**src/rtl/char_stream_arbiter_pkg.sv**
```systemverilog
`default_nettype none
// ============================================================================
// Module   : char_stream_arbiter_pkg
// Brief    : Shared character codes, FSM encoding and defaults for the arbiter.
// Revision : 1.0
// ============================================================================
package char_stream_arbiter_pkg;

   localparam logic [7:0] CHAR_SOF  = 8'h5E;   // '^'
   localparam logic [7:0] CHAR_EOF  = 8'h23;   // '#'
   localparam logic [7:0] CHAR_IDLE = 8'h00;

   localparam int DEF_N_SRC   = 4;
   localparam int DEF_TIMEOUT = 16;

   typedef enum logic [0:0] {
      ST_IDLE = 1'b0,
      ST_LOCK = 1'b1
   } state_t;

endpackage
`default_nettype wire

```
**src/rtl/char_stream_arbiter_rr_picker.sv**
```systemverilog
`default_nettype none
// ============================================================================
// Module   : rr_picker
// Brief    : Returns the first set request at or after ptr, wrapping circularly.
// Revision : 1.0
// ============================================================================
module rr_picker #(
   parameter int N = 4,
   parameter int W = $clog2(N)
) (
   input  logic [N-1:0] req,
   input  logic [W-1:0] ptr,
   output logic [W-1:0] grant,
   output logic         any
);

   // One extra bit so ptr+k never overflows before the modulo fold.
   logic [W:0] idx;

   always_comb begin
      grant = '0;
      any   = 1'b0;
      idx   = '0;
      for (int k = 0; k < N; k++) begin
         idx = {1'b0, ptr} + (W+1)'(k);
         if (idx >= (W+1)'(N)) begin
            idx = idx - (W+1)'(N);
         end
         if (!any && req[idx[W-1:0]]) begin
            any   = 1'b1;
            grant = idx[W-1:0];
         end
      end
   end

endmodule
`default_nettype wire

```
**src/rtl/char_stream_arbiter.sv**
```systemverilog
`default_nettype none
// ============================================================================
// Module   : char_stream_arbiter
// Brief    : Round-robin record arbiter merging N trace-character streams.
// Revision : 1.0
// ============================================================================
module char_stream_arbiter
   import char_stream_arbiter_pkg::*;
#(
   parameter int N_SRC   = DEF_N_SRC,
   parameter int TIMEOUT = DEF_TIMEOUT
) (
   input  logic                       clk,
   input  logic                       reset_n,
   input  logic [8*N_SRC-1:0]         src_char,
   input  logic [N_SRC-1:0]           src_valid,
   output logic [N_SRC-1:0]           src_ready,
   output logic [7:0]                 out_char,
   output logic                       out_valid,
   output logic [$clog2(N_SRC)-1:0]   owner,
   output logic                       rec_done,
   output logic                       abort,
   output logic [15:0]                drop_cnt
);

   localparam int SRC_W = $clog2(N_SRC);

   state_t             state_q, state_d;
   logic [SRC_W-1:0]   rr_q, rr_d;
   logic [SRC_W-1:0]   owner_q, owner_d;
   logic [7:0]         stall_q, stall_d;
   logic [7:0]         out_char_q, out_char_d;
   logic               out_valid_q, out_valid_d;
   logic               rec_done_q, rec_done_d;
   logic               abort_q, abort_d;
   logic [15:0]        drop_q, drop_d;

   logic [N_SRC-1:0]   w_cand;
   logic [3:0]         w_drop_inc;
   logic [16:0]        w_drop_sum;
   logic [SRC_W-1:0]   w_grant;
   logic               w_any;
   logic [7:0]         w_own_char;
   logic               w_own_valid;
   logic               w_timeout;

   always_comb begin
      w_cand     = '0;
      w_drop_inc = '0;
      for (int i = 0; i < N_SRC; i++) begin
         if (src_valid[i]) begin
            if (src_char[8*i +: 8] == CHAR_SOF) begin
               w_cand[i] = 1'b1;
            end else begin
               w_drop_inc = w_drop_inc + 4'd1;
            end
         end
      end
   end

   rr_picker #(
      .N (N_SRC),
      .W (SRC_W)
   ) u_rr_picker (
      .req   (w_cand),
      .ptr   (rr_q),
      .grant (w_grant),
      .any   (w_any)
   );

   assign w_own_char  = src_char[8*owner_q +: 8];
   assign w_own_valid = src_valid[owner_q];
   assign w_timeout   = (state_q == ST_LOCK) && !w_own_valid && (stall_q == 8'(TIMEOUT - 1));
   assign w_drop_sum  = {1'b0, drop_q} + 17'(w_drop_inc);

   // Losing '^' candidates are back-pressured so they survive to the next round.
   always_comb begin
      src_ready = '0;
      for (int i = 0; i < N_SRC; i++) begin
         if (state_q == ST_IDLE) begin
            src_ready[i] = src_valid[i] && (!w_cand[i] || (w_any && (w_grant == SRC_W'(i))));
         end else begin
            src_ready[i] = (owner_q == SRC_W'(i)) && !w_timeout;
         end
      end
   end

   always_comb begin
      state_d     = state_q;
      rr_d        = rr_q;
      owner_d     = owner_q;
      stall_d     = stall_q;
      out_char_d  = CHAR_IDLE;
      out_valid_d = 1'b0;
      rec_done_d  = 1'b0;
      abort_d     = 1'b0;
      drop_d      = drop_q;
      case (state_q)
         ST_IDLE: begin
            drop_d = w_drop_sum[16] ? 16'hFFFF : w_drop_sum[15:0];
            if (w_any) begin
               state_d     = ST_LOCK;
               owner_d     = w_grant;
               rr_d        = (w_grant == SRC_W'(N_SRC - 1)) ? '0 : w_grant + 1'b1;
               stall_d     = '0;
               out_char_d  = CHAR_SOF;
               out_valid_d = 1'b1;
            end
         end
         ST_LOCK: begin
            if (w_own_valid) begin
               stall_d     = '0;
               out_char_d  = w_own_char;
               out_valid_d = 1'b1;
               if (w_own_char == CHAR_EOF) begin
                  rec_done_d = 1'b1;
                  state_d    = ST_IDLE;
               end
            end else if (w_timeout) begin
               stall_d     = '0;
               out_char_d  = CHAR_IDLE;
               out_valid_d = 1'b1;
               abort_d     = 1'b1;
               state_d     = ST_IDLE;
            end else begin
               stall_d = stall_q + 8'd1;
            end
         end
         default: state_d = ST_IDLE;
      endcase
   end

   always_ff @(posedge clk or negedge reset_n) begin
      if (!reset_n) begin
         state_q     <= ST_IDLE;
         rr_q        <= '0;
         owner_q     <= '0;
         stall_q     <= '0;
         out_char_q  <= CHAR_IDLE;
         out_valid_q <= 1'b0;
         rec_done_q  <= 1'b0;
         abort_q     <= 1'b0;
         drop_q      <= '0;
      end else begin
         state_q     <= state_d;
         rr_q        <= rr_d;
         owner_q     <= owner_d;
         stall_q     <= stall_d;
         out_char_q  <= out_char_d;
         out_valid_q <= out_valid_d;
         rec_done_q  <= rec_done_d;
         abort_q     <= abort_d;
         drop_q      <= drop_d;
      end
   end

   assign out_char  = out_char_q;
   assign out_valid = out_valid_q;
   assign owner     = owner_q;
   assign rec_done  = rec_done_q;
   assign abort     = abort_q;
   assign drop_cnt  = drop_q;

endmodule
`default_nettype wire

```
**config.mk**
```make
export PLATFORM = sky130hd
export DESIGN_NAME = char_stream_arbiter
export DESIGN_NICKNAME = d
export VERILOG_FILES = /design/src/rtl/char_stream_arbiter_pkg.sv /design/src/rtl/char_stream_arbiter_rr_picker.sv /design/src/rtl/char_stream_arbiter.sv
export SDC_FILE = /design/constraint.sdc
export NUM_CORES = 1
export LEC_CHECK = 0
export CORE_MARGIN = 2
export CORE_UTILIZATION = 54
export CTS_BUF_LIST = sky130_fd_sc_hd__clkbuf_4
export DETAILED_ROUTE_END_ITERATION = 6
export GPL_ROUTABILITY_DRIVEN = 0
export GPL_TIMING_DRIVEN = 0
export PLACE_DENSITY = 0.9
export SYNTH_ARGS = -nofsm -noshare
export SYNTH_HDL_FRONTEND = slang
export SYNTH_HIERARCHICAL = 1
export SYNTH_SLANG_ARGS = --single-unit
```
**constraint.sdc**
```tcl
create_clock -name clk -period 9.26 [get_ports clk]
set_clock_uncertainty 0.2 [all_clocks]
set_input_delay 1.389 -clock clk [delete_from_list [all_inputs] [get_ports clk]]
set_output_delay 1.389 -clock clk [all_outputs]
set_load 0.05 [all_outputs]
```
==> flow_summary.json, run 1 <==
{
  "crit_path_start_kind": "input port",
  "end_kind": "output port",
  "whs_path_depth": 1,
  "cts_buffers": 5,
  "htreeDepth": 2,
  "rows": 25,
  "synth_edf_count": 0,
  "netlist_area_um2": 2610,
  "die_x_um": 73.5,
  "insertedDiodeCount": 0,
  "period_share_pct": 71.8,
  "crit_path_max_fanout": 5,
  "rsz0062_at_grt": "false",
  "synth_cells": 265,
  "vias": 2415,
  "cts_resized": 0,
  "vdd_drop_max_v": 0.000129,
  "fin_crit_ps": 6650,
  "syn_area_per_cell_um2": 9.83,
  "cts.clk_slew.worst_paths_ps": 130,
  "antenna_found_initial": 0,
  "gr-usage-all-layers_pct": 25.5,
  "cp_slowest_cell": "clkdlybuf4s50_1",
  "status": "complete, no violations",
  "worstPathCellList": "clkdlybuf4s50_1 > nand4b_1 > nor4_1 > and2_1 > inv_1 > a221o_1 > a21oi_1 > inv_1 > ha_1 > nand2_1 > nand2_1 > a32o_1 > clkdlybuf4s50_1",
  "yosys_warnings": 6,
  "postCtsSetupBuffers": 0,
  "slew_headroom_pct": 40.5,
  "hold_path.class": "flop to flop",
  "hold_viol": 0,
  "synth_top_cell_area_share_pct": 38.4,
  "cts_tree": "built",
  "r2r-start": "drop_cnt[0]",
  "fin_util_pct": 73.6,
  "synthTopCellsByArea": "dfrtp_1 (38%), mux4_2 (7.8%), ha_1 (5.8%)",
  "grt_pass1_wl_mm": 10.6,
  "p_leak_nw": 1.54,
  "synth_seq_area_share_pct": 38.4,
  "ff2ff_path_depth": 8,
  "cp.required_ps": 7670,
  "final_common_cell": "clkdlybuf4s50_1",
  "cts_hold_buf": 0,
  "final_cell_mix": "clkdlybuf4s50_1 (69), dfrtp_1 (40), nand2_1 (37), inv_1 (18), nor2_1 (16)",
  "io_pins": 71,
  "worst_pin_slew_ps": 893,
  "drtIter0Drc": 130,
  "min_to": "stall_q[3]",
  "root_buffer": "clkbuf_4",
  "syn-num-nets": 316,
  "portBuffers": 70,
  "fmax_mhz": 150,
  "area_delta_synth_final_pct": 32.5,
  "die_area_um2": 5400,
  "cts_buffer_depth": 2,
  "drcViolationCount": 0,
  "clock_sinks": 40,
  "min_from": "stall_q[3]",
  "wl_per_cell_um": 16.4,
  "drtAntennaViolNets": 0,
  "drt_wl_total_mm": 6.49,
  "dr.pass1.iters": 4,
  "crit_arrival_ps": 5060,
  "max-cap-violations": 0,
  "p_per_area_nw_per_um2": 220,
  "setup_tns_ps": 0,
  "overflow": 0,
  "synth_seq_cells": 40,
  "yosysTopAreaCell": "dfrtp_1",
  "path_class": "input port to output port",
  "final-setup-viol-count": 0,
  "first_global_vias": 2412,
  "rrSetupSlack_ps": 6720,
  "via_per_inst": 6.08,
  "slowest_delay_ps": 700,
  "synth_ff_type": "dfrtp_1",
  "synthArstFlopShare_pct": 100,
  "dp_hpwl_mm": 5.08,
  "grt_max_degree": 41,
  "rr_endpoint": "drop_cnt[10]",
  "finalNetCount": 393,
  "start_util_pct": 55.5,
  "clock_latency_ps": 360,
  "synth_cell_type_count": 54,
  "drive_above_1_share_pct": 9.91,
  "die_h_um": 73.5,
  "coreArea_um2": 4690,
  "slew_viol_final": 0
}
where the power goes:
part	internal, mW	switching [mW]
Sequential	0.210	0.0334
Combinational	0.158	0.238
Clock	0.0577	0.0642
worst max-delay path by stage:
stage / from / to
after floorplan: src_char[13] / src_ready[3]
after global placement: src_char[13] / src_ready[0]
after detailed placement: src_char[13] / src_ready[0]
after CTS: src_char[13] / src_ready[0]
after global routing: src_char[13] / src_ready[0]
final: src_char[13] / src_ready[0]
synth_stat cells (6+ instances only):
| cell | n |
|---|---|
| a21oi_1 | 10 |
| and3_1 | 7 |
| dfrtp_1 | 40 |
| ha_1 | 12 |
| inv_1 | 18 |
| mux2_2 | 6 |
| mux4_2 | 9 |
| nand2_1 | 37 |
| nand3_1 | 9 |
| nand4b_1 | 6 |
| nor2_1 | 16 |
| xnor2_1 | 8 |
| xor2_1 | 8 |
per-stage QoR:
step	setup WS, ps	instances	hold WS (ps)	instance area [µm²]	total power [mW]
2_1_floorplan	3950	265	264	2610	0.513
3_3_place_gp	2830	389	287	3370	0.628
3_5_place_dp	2690	389	295	3370	0.641
4_1_cts	2660	397	317	3450	0.762
6_report	2610	397	325	3450	0.761
5_1_grt	2440	397	329	3450	0.800
state kept, by name, summed over array words and instances, names as in the netlist:
name       flops
rr_q           2
owner          2
out_valid      1
out_char       8
stall_q        8
rec_done       1
drop_cnt      16
abort          1
state_q        1
metal layers:
layer / track usage (%) / share of wire, % / vias up / wire length [µm]
met2: 43.0 / 50 / 128 / 3250
li1: - / - / 1114 / -
met3: 7.54 / 7.3 / 15 / 473
met4: 11.7 / 2.7 / 0 / 173
met5: 0 / 0 / - / 0
met1: 29.9 / 40 / 1158 / 2600
worst max-delay path: cells and delay by family:
family / cells / cell delay (ps)
AO/OA/AOI/OAI: 3 / 1030
buffers and inverters: 4 / 1340
adder cells (fa/ha/maj): 1 / 220
AND/OR/NAND/NOR: 5 / 1100
area by class of cell:
cell class	count	area (µm²)
timing repair buffer	70	696
inverter	20	75.1
clock inverter	3	46.3
sequential	40	1000
tap	54	67.6
clock buffer	5	37.5
fill	339	1240
buffer	7	42.5
multi-input combinational	198	1490
logic make-up (layout without fill, tap and decap cells):
group | count (synthesis) | count (layout) | share of synthesized area [%]
and+or+nand+nor | 105 | 105 | 21.3
AOI/OAI and AO/OA | 47 | 47 | 12.7
DFF | 40 | 40 | 38.4
buffers and inverters | 27 | 105 | 4.51
muxes | 17 | 17 | 11.1
xor gates and xnor gates | 16 | 16 | 5.38
adders and majority gates | 13 | 13 | 6.53
(Power assumes the default switching activity.)
==> inputs of run 2 (changes only) <==
--- a/config.mk
+++ b/config.mk
@@ -6,12 +6,12 @@
 export NUM_CORES = 1
 export LEC_CHECK = 0
 export CORE_MARGIN = 2
-export CORE_UTILIZATION = 54
+export CORE_UTILIZATION = 50
 export CTS_BUF_LIST = sky130_fd_sc_hd__clkbuf_4
 export DETAILED_ROUTE_END_ITERATION = 6
 export GPL_ROUTABILITY_DRIVEN = 0
 export GPL_TIMING_DRIVEN = 0
-export PLACE_DENSITY = 0.9
+export PLACE_DENSITY = 0.84
 export SYNTH_ARGS = -nofsm -noshare
 export SYNTH_HDL_FRONTEND = slang
 export SYNTH_HIERARCHICAL = 1
==> constraint.sdc (replaced) <==
create_clock -name clk -period 6.6 [get_ports clk]
set_clock_uncertainty 0.2 [all_clocks]
set_input_delay 0.99 -clock clk [delete_from_list [all_inputs] [get_ports clk]]
set_output_delay 0.99 -clock clk [all_outputs]
set_load 0.05 [all_outputs]
==> run 2 against run 1 <==
  * Sequential share of layout area up 0.063 points
  * Global-route usage down 2.8 points
  * Final cell count up 4.0%
  * Clock-buffer cell count unchanged
  * Critical path type unchanged
  * Flip-flop and latch count unchanged
  * Final area down 0.22%
  * Non-clock buffer count unchanged
  * Setup slack worse by 1800 ps
  * Via count down 3.0%
  * Combinational power up 40%
  * Wire length down 4.9%
  * Critical endpoint unchanged
  * Worst hold slack worse by 2.9 ps
==> flow_summary.json, run 2 (synthesis results as in run 1) <==
{
  "max-cap-violations": 0,
  "clock_sinks": 40,
  "dp_hpwl_mm": 4.85,
  "insertedDiodeCount": 0,
  "r2r-start": "drop_cnt[0]",
  "first_global_vias": 2385,
  "die_x_um": 76.2,
  "fmax_mhz": 172,
  "min_to": "stall_q[2]",
  "dr.pass1.iters": 4,
  "cp_num_buf_inv": 4,
  "drive_above_1_share_pct": 9.62,
  "cts.clk_slew.worst_paths_ps": 130,
  "htreeDepth": 2,
  "cts_buffer_depth": 2,
  "crit_path_max_fanout": 5,
  "setup_slack_ps": 794,
  "cp_slowest_cell": "clkdlybuf4s50_1",
  "start_util_pct": 51.4,
  "postCtsSetupBuffers": 0,
  "grt_max_degree": 41,
  "drtIter0Drc": 122,
  "cp_top_family": "buffers and inverters",
  "worst_pin_slew_ps": 877,
  "detailedPlace.worstSlack_ps": 826,
  "slew_viol_final": 0,
  "ff2ff_path_depth": 8,
  "cts_resized": 0,
  "finalNetCount": 393,
  "path_class": "input port to output port",
  "root_buffer": "clkbuf_4",
  "dr.max_layer_used": "met4",
  "cts_tree": "built",
  "p_per_area_nw_per_um2": 296,
  "hold_path.class": "flop to flop",
  "largest_reg_flops": 16,
  "clock_latency_ps": 360,
  "slowest_delay_ps": 700,
  "rr_endpoint": "drop_cnt[14]",
  "die_h_um": 76.2,
  "worstPathCellList": "clkdlybuf4s50_1 > nand4b_1 > nor4_1 > and2_1 > inv_1 > a221o_1 > a21oi_1 > inv_1 > ha_1 > nand2_1 > nand2_1 > a32o_1 > clkdlybuf4s50_1",
  "p_leak_nw": 1.52,
  "gr-usage-all-layers_pct": 22.7,
  "die_area_um2": 5810,
  "hold_viol": 0,
  "overflow": 0,
  "final_common_cell": "clkdlybuf4s50_1",
  "crit_path_start_kind": "input port",
  "drtAntennaViolNets": 0,
  "period_share_pct": 88.0,
  "io_pins": 71,
  "grt_pass1_wl_mm": 10.7,
  "final-setup-viol-count": 0,
  "end_kind": "output port",
  "setup_tns_ps": 0,
  "wl_per_cell_um": 14.9,
  "wl_met2_mm": 2.97,
  "final_cell_mix": "clkdlybuf4s50_1 (69), dfrtp_1 (40), nand2_1 (37), inv_1 (18), nor2_1 (16)",
  "cts_buffers": 5,
  "fin_util_pct": 67.9,
  "fin_crit_ps": 5810,
  "rrSetupSlack_ps": 4090,
  "drt-met1-wl_mm": 2.61,
  "via_per_inst": 5.67,
  "vdd_drop_max_v": 0.000159,
  "min_from": "stall_q[2]",
  "whs_path_depth": 1,
  "area_delta_synth_final_pct": 32.2,
  "cp.required_ps": 5410,
  "rows": 26,
  "drt_wl_total_mm": 6.17,
  "antenna_found_initial": 0,
  "rsz0062_at_grt": "false",
  "wl_met3_um": 429,
  "status": "complete, no violations",
  "vias": 2342,
  "crit_arrival_ps": 4620,
  "cts_hold_buf": 0,
  "portBuffers": 70,
  "drcViolationCount": 0,
  "coreArea_um2": 5070,
  "slew_headroom_pct": 41.5
}
## run 2: changes by cell type in the layout (fill, tap and decap cells not counted)
cell / before / now
bufinv_16: 1 / 0
clkinv_1: 1 / 2
clkinvlp_4: 1 / 2
inv_6: 1 / 0
## run 2: layer usage
layer  vias up  track usage, %
met5         -               0
met4         0            9.45
met1      1110            27.0
li1       1113               -
met3        16            6.40
met2       103            38.8
## run 2: area by class of cell
type	instances	area, µm²
clock buffers	5	37.5
fillers	427	1630
well taps	70	87.6
clock inverters	3	18.8
inverters	20	75.1
flip-flops and latches	40	1000
repair buffers	70	696
multi-input cells	198	1490
plain buffers	7	42.5
## run 2: how the worst max path moves through the flow
stage / startpoint / endpoint / slack (ps) / depth (start not counted)
6_report: src_char[13] / src_ready[0] / 790 / 13
4_1_cts: src_char[13] / src_ready[0] / 820 / 13
2_1_floorplan: src_char[5] / drop_cnt[14] / 1870 / 16
5_1_grt: src_char[14] / src_ready[0] / 640 / 13
3_3_place_gp: src_char[13] / src_ready[0] / 910 / 13
3_5_place_dp: src_char[13] / src_ready[0] / 830 / 13
## run 2: power by group
group | switching (mW) | internal [mW] | total [mW] | leakage [nW]
clock | 0.0850 | 0.0401 | 0.125 | 0.0249
combinational | 0.332 | 0.222 | 0.554 | 0.972
sequential | 0.0462 | 0.294 | 0.341 | 0.521
total | 0.464 | 0.556 | 1.02 | 1.52
## run 2: metrics by stage
| step | hold WS (ps) | cell area, µm² | std cells | total power, mW |
|---|---|---|---|---|
| finish | 322 | 3450 | 413 | 1.02 |
| global placement | 293 | 3390 | 405 | 0.884 |
| CTS | 328 | 3450 | 413 | 1.02 |
| floorplan | 264 | 2610 | 265 | 0.720 |
| global route | 369 | 3450 | 413 | 1.08 |
| detailed placement | 308 | 3390 | 405 | 0.899 |
